### config.mk
export PLATFORM = sky130hd
export DESIGN_NAME = fifo_wr_arbiter_ctrl
export DESIGN_NICKNAME = d
export VERILOG_FILES = /design/src/rtl/fifo_wr_arbiter_ctrl.sv
export SDC_FILE = /design/constraint.sdc
export NUM_CORES = 1
export LEC_CHECK = 0
export CORE_ASPECT_RATIO = 1.1
export CORE_UTILIZATION = 34
export DETAILED_ROUTE_END_ITERATION = 7
export PLACE_DENSITY = 0.81
export RECOVER_POWER = 25
export SETUP_SLACK_MARGIN = 0.05
export SKIP_LAST_GASP = 1
export SYNTH_ARGS = -nofsm -noshare
export SYNTH_HDL_FRONTEND = slang
export SYNTH_SLANG_ARGS = --single-unit
### constraint.sdc
create_clock -name clk -period 3.08 [get_ports clk]
set_input_delay 0.924 -clock clk [delete_from_list [all_inputs] [get_ports clk]]
set_output_delay 0.924 -clock clk [all_outputs]
set_load 0.02 [all_outputs]
### src/rtl/fifo_wr_arbiter_ctrl.sv
`default_nettype none
// +--------------------------------------------------------------------+
// | fifo_wr_arbiter_ctrl: round-robin N-writer arbiter and FIFO pointer |
// | controller for a single shared memory.  Revision: 1.0               |
// +--------------------------------------------------------------------+
module fifo_wr_arbiter_ctrl #(
   parameter int WIDTH     = 8,
   parameter int PTR_WIDTH = 5,
   parameter int NREQ      = 4,
   parameter int AF_THRESH = 12
) (
   input  logic                     clk,
   input  logic                     rst_n,
   input  logic [NREQ-1:0]          req_valid,
   input  logic [NREQ*WIDTH-1:0]    req_data,
   output logic [NREQ-1:0]          req_ready,
   output logic [$clog2(NREQ)-1:0]  grant_id,
   input  logic                     flush,
   input  logic                     rd_en,
   output logic                     rd_valid,
   output logic                     mem_write,
   output logic [PTR_WIDTH-1:0]     mem_write_ptr,
   output logic [PTR_WIDTH-1:0]     mem_read_ptr,
   output logic [WIDTH-1:0]         mem_data_write,
   output logic                     mem_full,
   output logic                     mem_empty,
   output logic [PTR_WIDTH-1:0]     count,
   output logic                     almost_full,
   output logic                     underflow_err
);

   localparam int IDW = $clog2(NREQ);

   logic [PTR_WIDTH-1:0] wr_ptr;
   logic [PTR_WIDTH-1:0] rd_ptr;
   logic [IDW-1:0]       rr_ptr;
   logic [IDW-1:0]       grant_id_q;
   logic                 full;
   logic                 empty;
   logic                 grant_hit;
   logic [IDW-1:0]       grant_idx;
   logic [IDW:0]         cand;
   logic                 do_write;
   logic                 do_read;

   assign empty = (wr_ptr == rd_ptr);
   assign full  = (wr_ptr[PTR_WIDTH-1] != rd_ptr[PTR_WIDTH-1]) &&
                  (wr_ptr[PTR_WIDTH-2:0] == rd_ptr[PTR_WIDTH-2:0]);

   // Scan from the priority pointer upward, wrapping modulo NREQ (which need not be a power of two).
   always_comb begin
      grant_hit = 1'b0;
      grant_idx = '0;
      cand      = '0;
      for (int k = 0; k < NREQ; k++) begin
         cand = {1'b0, rr_ptr} + (IDW+1)'(k);
         if (cand >= (IDW+1)'(NREQ)) begin
            cand = cand - (IDW+1)'(NREQ);
         end
         if (!grant_hit && req_valid[cand[IDW-1:0]]) begin
            grant_hit = 1'b1;
            grant_idx = cand[IDW-1:0];
         end
      end
   end

   // rst_n gates the strobe so nothing reaches memory while reset is held.
   assign do_write = rst_n & grant_hit & ~full & ~flush;
   assign do_read  = rd_en & ~empty & ~flush;

   always_comb begin
      req_ready = '0;
      if (do_write) begin
         req_ready[grant_idx] = 1'b1;
      end
   end

   assign mem_data_write = do_write ? req_data[int'(grant_idx)*WIDTH +: WIDTH] : '0;
   assign mem_write      = do_write;
   assign mem_write_ptr  = wr_ptr;
   assign mem_read_ptr   = rd_ptr;
   assign mem_full       = full;
   assign mem_empty      = empty;
   assign rd_valid       = ~empty;
   assign count          = wr_ptr - rd_ptr;
   assign almost_full    = (count >= PTR_WIDTH'(AF_THRESH));
   assign grant_id       = grant_id_q;

   always_ff @(posedge clk or negedge rst_n) begin
      if (!rst_n) begin
         wr_ptr        <= '0;
         rd_ptr        <= '0;
         rr_ptr        <= '0;
         grant_id_q    <= '0;
         underflow_err <= 1'b0;
      end else begin
         if (flush) begin
            rd_ptr <= wr_ptr;
         end else if (do_read) begin
            rd_ptr <= rd_ptr + PTR_WIDTH'(1);
         end
         if (do_write) begin
            wr_ptr     <= wr_ptr + PTR_WIDTH'(1);
            rr_ptr     <= (grant_idx == IDW'(NREQ-1)) ? '0 : grant_idx + IDW'(1);
            grant_id_q <= grant_idx;
         end
         if (rd_en && empty) begin
            underflow_err <= 1'b1;
         end
      end
   end

endmodule
`default_nettype wire

==> run summary <==
Maximum operating frequency: 309 MHz. In this run, synthesis produced a sequential element count of 15. Global routing used 34.0% of the available tracks across all layers. Setup repair after global routing could not meet its margin everywhere. The run gives -1.13 ns as the worst slack at placement.

The first global-routing pass estimated 9.49 mm of wire. The worst setup path is of the in2out kind. In this run the register-to-register setup slack is 0.74 ns. The reported max-cap violation count was 0; the average detailed-routed wire length per instance was 26.6 um.

The per-instance average area after synthesis is 9.85 um2. In this run the worst path has a maximum fanout of 5. For the area of the die, the log shows 3960 um2.

The count of nets left with antenna violations once routing finished came out at 0. The clock drives 15 sinks. After routing the design area is 3110 um2.

The tools report the kind of end point of the critical path as a primary output. For this block, the initial DRC count from the detailed router was 79. Share of synthesized cell area in full adder, half adder and majority cells: 11.5%. The worst path in the final design needs a cycle of 3.24 ns, including I/O delays and setup. The buffer levels on the longest clock path is 2. The final count of pins violating max slew was 0; the routed length on met3 was 702 um.

For the worst clock skew on the final layout, the log shows 0.00798 ns. The tools report the clock latency on the worst-skew pair as 0.30 ns. Synthesized netlist cell count: 128. In the post-synthesis netlist, the biggest area contributors are sky130_fd_sc_hd__dfrtp_1 30%, sky130_fd_sc_hd__mux2i_1 13%, sky130_fd_sc_hd__ha_1 9.9%. Compound-cell area share of the yosys netlist: 13.0%. The checks that failed: negative setup slack.

The core region area was 3440 um2. The number of CTS-inserted buffers is 3, and the post-layout total power is 3240 uW. The run gives 16 as the pin count of the biggest net entering global routing. Once placement finished, the instance area stood at 2440 um2. Clock-pin slew was measured on the worst setup and hold paths at 0.10 ns. The tree is rooted in a sky130_fd_sc_hd__clkbuf_4. The share of post-route cells with drive strength above 1 is 55.9%.

For the final count of hold timing violations, the log shows 0. The run gives 6 as the detailed-router iteration count before antenna repair. In this run the tool buffered the top-level ports with 74 buffer cells.

In the final timing run, aggregate negative setup slack is -1.71 ns. Number of setup violations in the final report: 14. The leading area contributor after synthesis is sky130_fd_sc_hd__dfrtp_1. In this run the static leakage power is 0.00120 uW.

Once the floorplan was initialized, standard cells occupied 36.7% of the core. The power density of the placed cells is 1040 nW/um2, and the worst supply voltage drop on vdd is 0.499 mV. For the worst flop-to-flop path, the logic depth is 10. After synthesis, the netlist uses 33 different library cells. Summing the areas of all xor and xnor instances in the mapped netlist gives 8.93% of the synthesized area.

The tools report the number of global-route vias before repair as 1770. Headroom to the max-slew limit came out at 41.4%. The die is 65.9 um tall. After synthesis, flip-flops and latches occupy 29.8% of the total area.

The proportion of synthesized area in mux cells was 16.2%. The run finished, with violations left. The tools report the startpoint of the worst setup timing path as req_valid[1]. 0 antenna diodes ended up in the layout.

The critical path ends at mem_data_write[4]. The worst setup path is launched from a primary input. In this run, synthesis inferred 0 flip-flops with an integrated enable. Summed over all nets, the half-perimeter wirelength after detailed placement is 3.23 mm.

The synthesized netlist devotes 15.4% of its cell area to simple gates. The run gives 121 as the number of filler instances in the final layout. In the finished design, the share of the clock period the worst path needs comes to 105%. The tools report the startpoint of the most critical register-to-register path as mem_write_ptr[0]. The smallest setup slack after layout is -0.161 ns, and the final net count is 297. The die is 60.1 um wide. The total grt overflow was 0; the count of hold-fix buffers inserted at cts was 0. The detailed router put a total of 2.76 mm of wire on met1.

The tools report the number of antenna violations at the first check in global routing as 0. Wires add up to 7.79 mm. Wire length on met2: 3.90 mm. The most used flip-flop cell after synthesis is sky130_fd_sc_hd__dfrtp_1.

At the worst endpoint, the arrival time is 2.32 ns. The CTS H-tree depth is 1, and the layout overhead on the synthesized area is 146%. Row generation in the floorplan step produced 22 rows. The Yosys step of the flow raised 0 warnings. The top cell types in the final layout, fill and taps aside, are 50 x sky130_fd_sc_hd__clkdlybuf4s50_1, 27 x sky130_fd_sc_hd__buf_4, 23 x sky130_fd_sc_hd__buf_6.

At the end of routability-driven placement, the weighted congestion stood at 0.785. The via density per instance works out to 5.76. The run gives 0 as the number of remaining DRC errors. The post-synth design cell area was 1260 um2. The share of flip-flops with an asynchronous set or reset after synthesis works out to 100%.

The area share of the largest cell type after synthesis works out to 29.8%. 75 I/O pins were placed. Counting every net in the synthesized netlist gives 179. For this run, the share of the core covered by cells in the final layout is 90.3%. The slew at the pin with the worst max-slew slack came out at 0.880 ns. The number of vias in the routed layout came out at 1689.

Leaving out fill and tap cells, the most frequent cell in the layout is sky130_fd_sc_hd__clkdlybuf4s50_1. The required time at the worst-slack endpoint was 2.16 ns. The worst register-to-register path ends at grant_id[1].

TritonCTS built the clock tree. The combinational family with the most area after synthesis was multiplexers. Worst min-delay path class: reg2reg.

Uppermost signal routing layer after detailed routing: met4.
-- report_power, final --
part           leakage, uW  switching [uW]  internal (uW)
Sequential        0.000169             122            296
Clock            0.0000150            74.3           50.5
Combinational      0.00102            1350           1340
Total              0.00120            1550           1690
-- timing repair --
| action | in CTS | in global routing |
|---|---|---|
| cloned | 4 | 0 |
| buffers inserted | 10 | 4 |
| pin swaps | 17 | 12 |
| gates resized for setup | 184 | 19 |
| setup endpoints to repair | 17 | 16 |
-- through the flow --
step | hold WS, ns | std cells
CTS | 0.465 | 289
floorplan | 0.508 | 128
global route | 0.493 | 293
finish | 0.465 | 293
global placement | 0.446 | 271
detailed placement | 0.445 | 271
-- per-layer routing --
layer,GRT usage [%],up-vias
li1,-,693
met1,37.7,824
met2,60.4,135
met3,8.02,37
met4,14.8,0
met5,0,-
-- worst min path at each step --
stage,start,end,cells past startpoint,slack [ns]
finish,underflow_err,underflow_err,1,0.47
global placement,underflow_err,underflow_err,1,0.45
detailed placement,underflow_err,underflow_err,1,0.45
CTS,underflow_err,underflow_err,1,0.46
global route,underflow_err,underflow_err,1,0.49
floorplan,rr_ptr[0],rr_ptr[0],1,0.51
-- synth_stat cells, drive strengths merged (2+ instances only) --
cell type / instances
a21o: 4
a21oi: 6
and2: 5
buf: 3
dfrtp: 15
ha: 10
inv: 11
mux2: 3
mux2i: 17
nand2: 11
nand4: 4
o21ai: 6
o22ai: 8
xnor2: 10
xor2: 2
-- final cells by class --
cell class                      instances  area [um2]  area share [%]
Clock buffer                            4        26.3           0.846
Inverter                               11        52.6            1.69
Multi-Input combinational cell         99        1390            44.6
Sequential cell                        15         387            12.4
Tap cell                               48        60.1            1.93
Timing Repair Buffer                  116        1200            38.5
-- kinds of logic (layout without fill, tap and decap cells) --
kind of cell    count (synthesis)  in the layout
compound gates                 27             27
xor+xnor                       12             12
fa+ha+maj                      11             11
buf+inv                        15            131
flops                          15             15
mux                            20             20
simple gates                   28             29
-- registers in the layout, summed over array words and instances, names as in the netlist --
signal and cells:
rr_ptr 2, mem_write_ptr 5, underflow_err 1, grant_id 2, mem_read_ptr 5
-- worst max-delay path: stages --
cell and delay, ns:
sky130_fd_sc_hd__buf_12 0.11, sky130_fd_sc_hd__nand3b_1 0.22, sky130_fd_sc_hd__a2bb2oi_4 0.22, sky130_fd_sc_hd__buf_6 0.15
sky130_fd_sc_hd__buf_16 0.15, sky130_fd_sc_hd__mux2i_4 0.28, sky130_fd_sc_hd__o22ai_4 0.11, sky130_fd_sc_hd__buf_6 0.14
Note: power is estimated with default switching activity, not from simulation.
